## config.mk

```make
export PLATFORM = sky130hd
export DESIGN_NAME = freq_meter
export DESIGN_NICKNAME = d
export VERILOG_FILES = /design/src/rtl/freq_meter_pkg.sv /design/src/rtl/sig_sync_edge.sv /design/src/rtl/freq_meter.sv
export SDC_FILE = /design/constraint.sdc
export NUM_CORES = 1
export LEC_CHECK = 0
export ABC_CLOCK_PERIOD_IN_PS = 4500
export CELL_PAD_IN_SITES_DETAIL_PLACEMENT = 1
export CELL_PAD_IN_SITES_GLOBAL_PLACEMENT = 1
export CORE_AREA = 2 2 101 103
export CTS_BUF_LIST = sky130_fd_sc_hd__clkbuf_2 sky130_fd_sc_hd__clkbuf_4 sky130_fd_sc_hd__clkbuf_8
export CTS_CLUSTER_SIZE = 16
export DETAILED_ROUTE_END_ITERATION = 16
export DIE_AREA = 0 0 103 105
export GPL_ROUTABILITY_DRIVEN = 0
export HOLD_SLACK_MARGIN = 0.12
export PLACE_DENSITY = 0.88
export REMOVE_ABC_BUFFERS = 1
export SETUP_SLACK_MARGIN = 0.05
export SYNTH_ARGS = -nofsm -noshare
export SYNTH_HDL_FRONTEND = slang
export SYNTH_SLANG_ARGS = --single-unit
```

## constraint.sdc

```tcl
create_clock -name clk -period 4.5 [get_ports clk]
set_input_delay 0.9 -clock clk [delete_from_list [all_inputs] [get_ports clk]]
set_output_delay 0.9 -clock clk [all_outputs]
set_load 0.01 [all_outputs]
```

## src/rtl/freq_meter_pkg.sv

```systemverilog
// ==== freq_meter_pkg : shared types and constants for the frequency meter ====
// ==== rev 1.0                                                              ====
`default_nettype none

package freq_meter_pkg;

  typedef enum logic [1:0] {
    ST_IDLE   = 2'd0,
    ST_ARM    = 2'd1,
    ST_GATE   = 2'd2,
    ST_REPORT = 2'd3
  } fm_state_e;

  localparam int GATE_W     = 18;
  localparam int ARM_CYCLES = 2;

  // One millisecond expressed in system clock cycles.
  function automatic int unsigned gate_len(input int unsigned f);
    return f * 1000;
  endfunction

endpackage

`default_nettype wire

```

## src/rtl/sig_sync_edge.sv

```systemverilog
// ==== sig_sync_edge : 3-flop synchronizer with rising-edge detect ====
// ==== rev 1.0                                                    ====
`default_nettype none

module sig_sync_edge (
  input  logic clk,
  input  logic reset,
  input  logic sig_in,
  output logic level,
  output logic rise
);

  logic s1_q, s2_q, s3_q;

  always_ff @(posedge clk) begin
    if (reset) begin
      s1_q <= 1'b0;
      s2_q <= 1'b0;
      s3_q <= 1'b0;
    end else begin
      s1_q <= sig_in;
      s2_q <= s1_q;
      s3_q <= s2_q;
    end
  end

  assign level = s2_q;
  assign rise  = s2_q & ~s3_q;

endmodule

`default_nettype wire

```

## src/rtl/freq_meter.sv

```systemverilog
// ==== freq_meter : counts edges and high time of sig_in over a 1 ms gate ====
// ==== rev 1.0                                                            ====
`default_nettype none

module freq_meter
  import freq_meter_pkg::*;
#(
  parameter int unsigned freq  = 40,
  parameter int          CNT_W = 16
) (
  input  logic              clk,
  input  logic              reset,
  input  logic              enable,
  input  logic              sig_in,
  output logic              busy,
  output logic              valid,
  output logic [CNT_W-1:0]  edge_count,
  output logic [GATE_W-1:0] high_cycles,
  output logic              overflow
);

  localparam logic [1:0] S_IDLE   = ST_IDLE;
  localparam logic [1:0] S_ARM    = ST_ARM;
  localparam logic [1:0] S_GATE   = ST_GATE;
  localparam logic [1:0] S_REPORT = ST_REPORT;

  localparam int unsigned         GATE_LEN  = gate_len(freq);
  localparam logic [GATE_W-1:0]   GATE_LAST = GATE_W'(GATE_LEN - 1);
  localparam logic [CNT_W-1:0]    EDGE_MAX  = '1;
  localparam int                  ARM_W     = $clog2(ARM_CYCLES);
  localparam logic [ARM_W-1:0]    ARM_LAST  = ARM_W'(ARM_CYCLES - 1);

  if (freq < 12 || freq > 140) begin : g_freq_range
    $error("freq_meter: freq=%0d outside 12..140", freq);
  end

  logic sig_level, sig_rise;

  sig_sync_edge u_sync (
    .clk    (clk),
    .reset  (reset),
    .sig_in (sig_in),
    .level  (sig_level),
    .rise   (sig_rise)
  );

  logic [1:0]        state_q,      state_d;
  logic [ARM_W-1:0]  arm_cnt_q,    arm_cnt_d;
  logic [GATE_W-1:0] gate_cnt_q,   gate_cnt_d;
  logic [CNT_W-1:0]  edge_acc_q,   edge_acc_d;
  logic [GATE_W-1:0] high_acc_q,   high_acc_d;
  logic              ovf_acc_q,    ovf_acc_d;
  logic [CNT_W-1:0]  edge_out_q,   edge_out_d;
  logic [GATE_W-1:0] high_out_q,   high_out_d;
  logic              ovf_out_q,    ovf_out_d;

  always_comb begin
    state_d    = state_q;
    arm_cnt_d  = arm_cnt_q;
    gate_cnt_d = gate_cnt_q;
    edge_acc_d = edge_acc_q;
    high_acc_d = high_acc_q;
    ovf_acc_d  = ovf_acc_q;
    edge_out_d = edge_out_q;
    high_out_d = high_out_q;
    ovf_out_d  = ovf_out_q;

    case (state_q)
      S_IDLE: begin
        arm_cnt_d  = '0;
        gate_cnt_d = '0;
        edge_acc_d = '0;
        high_acc_d = '0;
        ovf_acc_d  = 1'b0;
        if (enable) state_d = S_ARM;
      end
      S_ARM: begin
        if (!enable) begin
          state_d = S_IDLE;
        end else if (arm_cnt_q == ARM_LAST) begin
          state_d    = S_GATE;
          arm_cnt_d  = '0;
          gate_cnt_d = '0;
        end else begin
          arm_cnt_d = arm_cnt_q + 1'b1;
        end
      end
      S_GATE: begin
        if (!enable) begin
          state_d = S_IDLE;
        end else begin
          if (sig_rise) begin
            if (edge_acc_q == EDGE_MAX) ovf_acc_d  = 1'b1;
            else                        edge_acc_d = edge_acc_q + 1'b1;
          end
          if (sig_level) high_acc_d = high_acc_q + 1'b1;

          // Results are registered on entry to REPORT so they are visible alongside valid.
          if (gate_cnt_q == GATE_LAST) begin
            state_d    = S_REPORT;
            gate_cnt_d = '0;
            edge_out_d = edge_acc_d;
            high_out_d = high_acc_d;
            ovf_out_d  = ovf_acc_d;
            edge_acc_d = '0;
            high_acc_d = '0;
            ovf_acc_d  = 1'b0;
          end else begin
            gate_cnt_d = gate_cnt_q + 1'b1;
          end
        end
      end
      default: begin
        gate_cnt_d = '0;
        state_d    = enable ? S_GATE : S_IDLE;
      end
    endcase
  end

  always_ff @(posedge clk) begin
    if (reset) begin
      state_q    <= S_IDLE;
      arm_cnt_q  <= '0;
      gate_cnt_q <= '0;
      edge_acc_q <= '0;
      high_acc_q <= '0;
      ovf_acc_q  <= 1'b0;
      edge_out_q <= '0;
      high_out_q <= '0;
      ovf_out_q  <= 1'b0;
    end else begin
      state_q    <= state_d;
      arm_cnt_q  <= arm_cnt_d;
      gate_cnt_q <= gate_cnt_d;
      edge_acc_q <= edge_acc_d;
      high_acc_q <= high_acc_d;
      ovf_acc_q  <= ovf_acc_d;
      edge_out_q <= edge_out_d;
      high_out_q <= high_out_d;
      ovf_out_q  <= ovf_out_d;
    end
  end

  assign busy        = (state_q == S_ARM) || (state_q == S_GATE);
  assign valid       = (state_q == S_REPORT);
  assign edge_count  = edge_out_q;
  assign high_cycles = high_out_q;
  assign overflow    = ovf_out_q;

endmodule

`default_nettype wire

```

# Word-level counts from Yosys, hierarchy flattened
# Index checks and enable logic that the tools add are counted.
[totals] reg_bits=94 latchBits=0 ramBits=0 rom_bits=0 in_bits=4 output_inout_bits=37 elab_cells=67 n_memories=0
[classes] addsub=4 mul=0 div=0 n_lt_le_gt_ge=0 n_eq_ne=11 shift=0 mux=29 bitwise=2 reduce_logical=9
[ops] cell="two-way mux 18 bit" count=7
[ops] cell="one-hot mux 18 bit (2 select lines)" count=2
[ops] cell="two-way mux 16 bit" count=4
[ops] cell="adder 18 x 1 -> 18 bit, second input constant" count=2
[ops] cell="one-hot mux 16 bit (2 select lines)" count=1
[ops] cell="== test 18 x 16 -> 1 bit, second input constant" count=1
[ops] cell="adder 16 x 1 -> 16 bit, second input constant" count=1
[ops] cell="== test 16 bit, second input constant" count=1
[ops] cell="two-way mux 2 bit" count=6
[ops] cell="AND reduction 3 bit" count=3
[ops] cell="!= test 2 bit, second input constant" count=4
[ops] cell="two-way mux 1 bit" count=6
[ops] cell="!= test 3 bit, second input constant" count=2
[ops] cell="one-hot mux 2 bit (3 select lines)" count=1
[ops] cell="== test 2 bit, second input constant" count=2
[ops] cell="one-hot mux 1 bit (2 select lines)" count=2
[ops] cell="AND reduction 2 bit" count=2
[ops] cell="nonzero test 2 bit" count=2
[ops] cell="== test 2 x 1 -> 1 bit, second input constant" count=1
[ops] cell="zero test 2 bit" count=1
[ops] cell="adder 1 bit, second input constant" count=1
[ops] cell="bitwise AND 1 bit" count=1
[ops] cell="logical OR 1 bit" count=1
[ops] cell="NOT 1 bit" count=1

# Longest topological paths before layout
[logic_depth] ltp_word=6 mapped_depth=9 depth_no_buf=7

# Cells and area by module
# Synthesis repeated with hierarchy kept, for this count alone.
[hier_totals] cells_unflattened=558 hier_area_um2=4798.4
[by_module_without_submodules] mod="freq_meter" instances=1 cells_per_inst=551 area_each_um2=4710.8 seq_area_each_um2=1821.7
[by_module_without_submodules] mod="sig_sync_edge" instances=1 cells_per_inst=7 area_each_um2=87.6 seq_area_each_um2=60.1

# Worst setup path after synthesis
# OpenSTA, ideal clock, no wires.
[synth_path] path_type="input-to-reg" start="in enable" end="reg edge_out_q[0] (netlist: edge_count[0])" setup_time_ns=0.086 t_arrival_ns=2.000 t_required_ns=4.414 slack_ns=2.414 path_stages=5 path_buffers=1 path_cell_list="nand2_1 -> nor4_4 -> buf_2 -> nor2_1 -> a211oi_1"
[synth_via] elab_chain_len=1
[synth_lines] item="start, declared" line="freq_meter.sv:13" text="input logic enable,"
[synth_lines] item="AND reduction 3 bit (no source line)"
[synth_lines] item="end signal, assigned" line="freq_meter.sv:138" text="edge_out_q <= edge_out_d;"
[synth_lines] item="end, declared" line="freq_meter.sv:53" text="logic [CNT_W-1:0] edge_out_q, edge_out_d;"
# No other way between the ends.
# A chain may end at the register's enable or synchronous reset.

# Worst setup path in the final report
[layout_path] start="reg gate_cnt_q[11]" end="reg gate_cnt_q[6]"
[layout_via] elab_chain_len=4
[layout_lines] item="start, declared" line="freq_meter.sv:49" text="logic [GATE_W-1:0] gate_cnt_q, gate_cnt_d;"
[layout_lines] item="start signal, assigned" line="freq_meter.sv:134" text="gate_cnt_q <= gate_cnt_d;"
[layout_lines] item="== test 18 x 16 -> 1 bit" line="freq_meter.sv:99" text="if (gate_cnt_q == GATE_LAST) begin"
[layout_lines] item="two-way mux 18 bit" line="freq_meter.sv:99"
[layout_lines] item="two-way mux 18 bit" line="freq_meter.sv:89" text="if (!enable) begin"
[layout_lines] item="one-hot mux 18 bit (2 select lines)" line="freq_meter.sv:68" text="case (state_q)"
# No other way between the ends. The select of a mux whose other input is x is not followed.

==> flow_metrics.py <==
metrics = {
    "layout": {
        "multi_input_area_um2": 2590,
        "seq_area_um2": 1880,
        "final_cells": 704,
        "nFillCells": 1164,
        "syn_to_final_growth_pct": 13.9,
        "drive_gt1_frac": 0.0543,
        "antenna_cells": 0,
        "fin_nets": 577,
        "final_util": 0.550,
    },
    "place": {
        "port_buffers": 40,
        "dp_hpwl_mm": 8.75,
        "placedCellCount": 688,
        "post-place-ws_ns": 1.45,
    },
    "sta": {
        "setup_tns_ns": 0,
        "drv_slew": 0,
        "clock.fmax_ghz": 0.371,
        "finalHoldViolCount": 0,
        "post-route-period-util": 0.600,
        "holdWs_ns": 0.478,
        "relSlewSlack": 0.119,
        "fin_ws_ns": 1.80,
        "fin_skew_ns": 0.0128,
        "setup_violations": 0,
        "grt_setup_unrepaired": "false",
        "period_needed_ns": 2.70,
        "tightest_slew_ns": 1.31,
    },
    "route": {
        "num_vias": 4201,
        "via_per_inst": 5.97,
        "antenna_left": 0,
        "firstDrtPassIters": 4,
        "drt-initial-drc-count": 208,
        "detail_route.wl_per_cell_um": 17.4,
        "drt_wl_total_mm": 12.2,
        "route.detailed.drc": 0,
    },
    "floorplan": {
        "die_w_um": 103,
        "chipHeight_um": 105,
        "io_pins": 41,
        "die-area_um2": 10800,
        "core_um2": 9640,
        "rows": 36,
        "initial_core_util": 0.483,
    },
    "power_and_ir_drop": {
        "power_frac_comb": 0.120,
        "p_int_mw": 1.16,
        "switching_share": 0.277,
        "peakVddDrop_v": 0.000187,
        "power.switching_mw": 0.446,
        "p_leak_nw": 1.60,
        "power_density_nw_per_um2": 303,
        "seqPwrFrac": 0.526,
        "p_clk_frac": 0.354,
    },
    "global_route": {
        "grt_max_degree": 58,
        "grt_pass1_wl_mm": 21.3,
        "grt_pass1_vias": 4497,
        "overflow": 0,
        "antenna_found_initial": 0,
        "grt_util_all_layers": 0.243,
    },
    "logic_synthesis": {
        "synth_area_leader_cell": "dfxtp_1",
        "ys_seq_elements": 94,
        "synthTopCellsByArea": "dfxtp_1, a211oi_1, xnor2_1",
        "ys_types": 58,
        "async_flop_share": 0,
        "ys_top_cells_by_count": "dfxtp_1, nor2_1, nand2_1, a21oi_1, a211oi_1",
        "yosysTopAreaCellShare": 0.404,
        "seq_area_frac_synth": 0.404,
        "syn_area_um2": 4650,
        "synth_most_common_cell": "dfxtp_1",
        "synth-edff-count": 0,
        "syn_inst": 541,
        "yosysWarnings": 0,
        "avgSynthCellArea_um2": 8.60,
        "synth_ff_type": "dfxtp_1",
    },
    "cts": {
        "cts-htree-levels": 3,
        "clk_transition_reported_paths_ns": 0.10,
        "clock_latency_ns": 0.37,
        "cts_inserted_buffers": 9,
        "ctsResizeCount": 0,
        "cts_sinks": 94,
        "clockBufferDepth": 2,
        "cts_tree": "yes",
        "root_buffer": "clkbuf_8",
        "cts_hold_buffers": 0,
        "postCtsSetupBuffers": 0,
    },
    "worst_setup_path": {
        "reg2reg_from": "gate_cnt_q[11]",
        "cp-startpoint": "gate_cnt_q[11]",
        "cp.arrival_ns": 2.93,
        "setup.worst_path.class": "flip-flop to flip-flop",
        "cp-start-kind": "flip-flop",
        "cp.required_ns": 4.73,
        "rrSetupSlack_ns": 1.80,
        "path_max_fanout": 11,
        "cp-end-kind": "flip-flop",
    },
    "status": {
        "status": "finished clean",
    },
    "hold_path": {
        "hold_start": "u_sync.s1_q",
        "hp-class": "flip-flop to flip-flop",
    },
    "run": {
        "drv_cap": 0,
    },
}
worst max-delay path, stage by stage (launching register included):
cell and delay [ns]:
dfxtp_1 0.46, nand4b_1 0.30, nor4b_2 0.71, a21boi_0 0.62, a22oi_1 0.40, nor2_1 0.07
power by group through the flow:
stage	registers, mW	clock network (mW)	logic [mW]
3_3_place_gp	0.864	0	0.181
2_1_floorplan	0.863	0	0.118
4_1_cts	0.845	0.580	0.193
3_5_place_dp	0.865	0	0.191
6_report	0.845	0.570	0.193
5_1_grt	0.847	0.616	0.217
placed cells by master (no fill, tap or decap), types with 2 or more instances in the layout:
| master | netlist | final |
|---|---|---|
| a22oi_1 | 4 | 4 |
| a221oi_1 | 2 | 2 |
| clkdlybuf4s50_1 | 0 | 39 |
| mux2i_1 | 7 | 7 |
| nand2b_1 | 12 | 12 |
| clkbuf_8 | 0 | 10 |
| xnor2_1 | 27 | 27 |
| xor2_1 | 10 | 10 |
| nor4_1 | 7 | 7 |
| a211oi_1 | 32 | 31 |
| nor3_1 | 10 | 10 |
| and2_1 | 6 | 6 |
| and4_1 | 2 | 2 |
| o21ai_0 | 13 | 13 |
| a21o_1 | 3 | 3 |
| nand3_1 | 26 | 26 |
| nor4b_1 | 5 | 5 |
| buf_4 | 2 | 5 |
| a21oi_1 | 33 | 33 |
| nand3b_1 | 3 | 3 |
| dfxtp_1 | 94 | 94 |
| ha_1 | 7 | 7 |
| clkinv_2 | 0 | 3 |
| or3_1 | 6 | 6 |
| o31ai_1 | 2 | 2 |
| nand4b_1 | 4 | 4 |
| nand2_1 | 35 | 35 |
| nor2b_1 | 10 | 10 |
| a41oi_1 | 4 | 4 |
| nor4_4 | 2 | 2 |
| nand4_1 | 12 | 12 |
| nor2_1 | 59 | 59 |
| and3_1 | 10 | 10 |
| or4_1 | 6 | 6 |
| o211ai_1 | 2 | 2 |
| inv_1 | 9 | 9 |
| a31oi_1 | 26 | 26 |
area by class of cell:
| type | count | area share |
|---|---|---|
| inverter | 9 | 0.00637 |
| multi-input combinational | 407 | 0.488 |
| timing repair buffer | 45 | 0.0816 |
| sequential | 94 | 0.355 |
| clock inverter | 6 | 0.0116 |
| clock buffer | 10 | 0.0260 |
| tap | 133 | 0.0314 |
kinds of logic (layout without fill, tap and decap cells):
group,count (synthesis),after routing,share of synthesized area
buf+inv,40,70,0.0422
simple gates,221,221,0.257
compound gates,135,135,0.193
flops,94,94,0.404
mux,7,7,0.0151
fa+ha+maj,7,7,0.0188
xor+xnor,37,37,0.0696
metrics by stage:
stage,power [mW],area [um^2]
after detailed placement,1.06,5100
after floorplan,0.981,4490
after CTS,1.62,5300
after global placement,1.04,5100
final,1.61,5300
after global routing,1.68,5300
sequential cells by signal, summed over array words and instances (netlist names):
signal        count
edge_acc_q       16
arm_cnt_q         1
gate_cnt_q       18
u_sync.s1_q       1
high_cycles      18
state_q           2
high_acc_q       18
u_sync.s3_q       1
ovf_acc_q         1
u_sync.level      1
overflow          1
edge_count       16
path summary, 6_finish.rpt:
check,endpoint,depth (start not counted)
worst max-delay path,gate_cnt_q[6],5
worst max register to register,gate_cnt_q[6],5
worst min-delay path,u_sync.level,1
worst min register to register,u_sync.level,1
layer usage:
metal / wire [um] / GRT usage
met5: 0 / 0
met4: 228 / 0.0780
met3: 362 / 0.0381
met2: 6450 / 0.426
met1: 5200 / 0.299
Note: power is estimated with default switching activity, not from simulation.
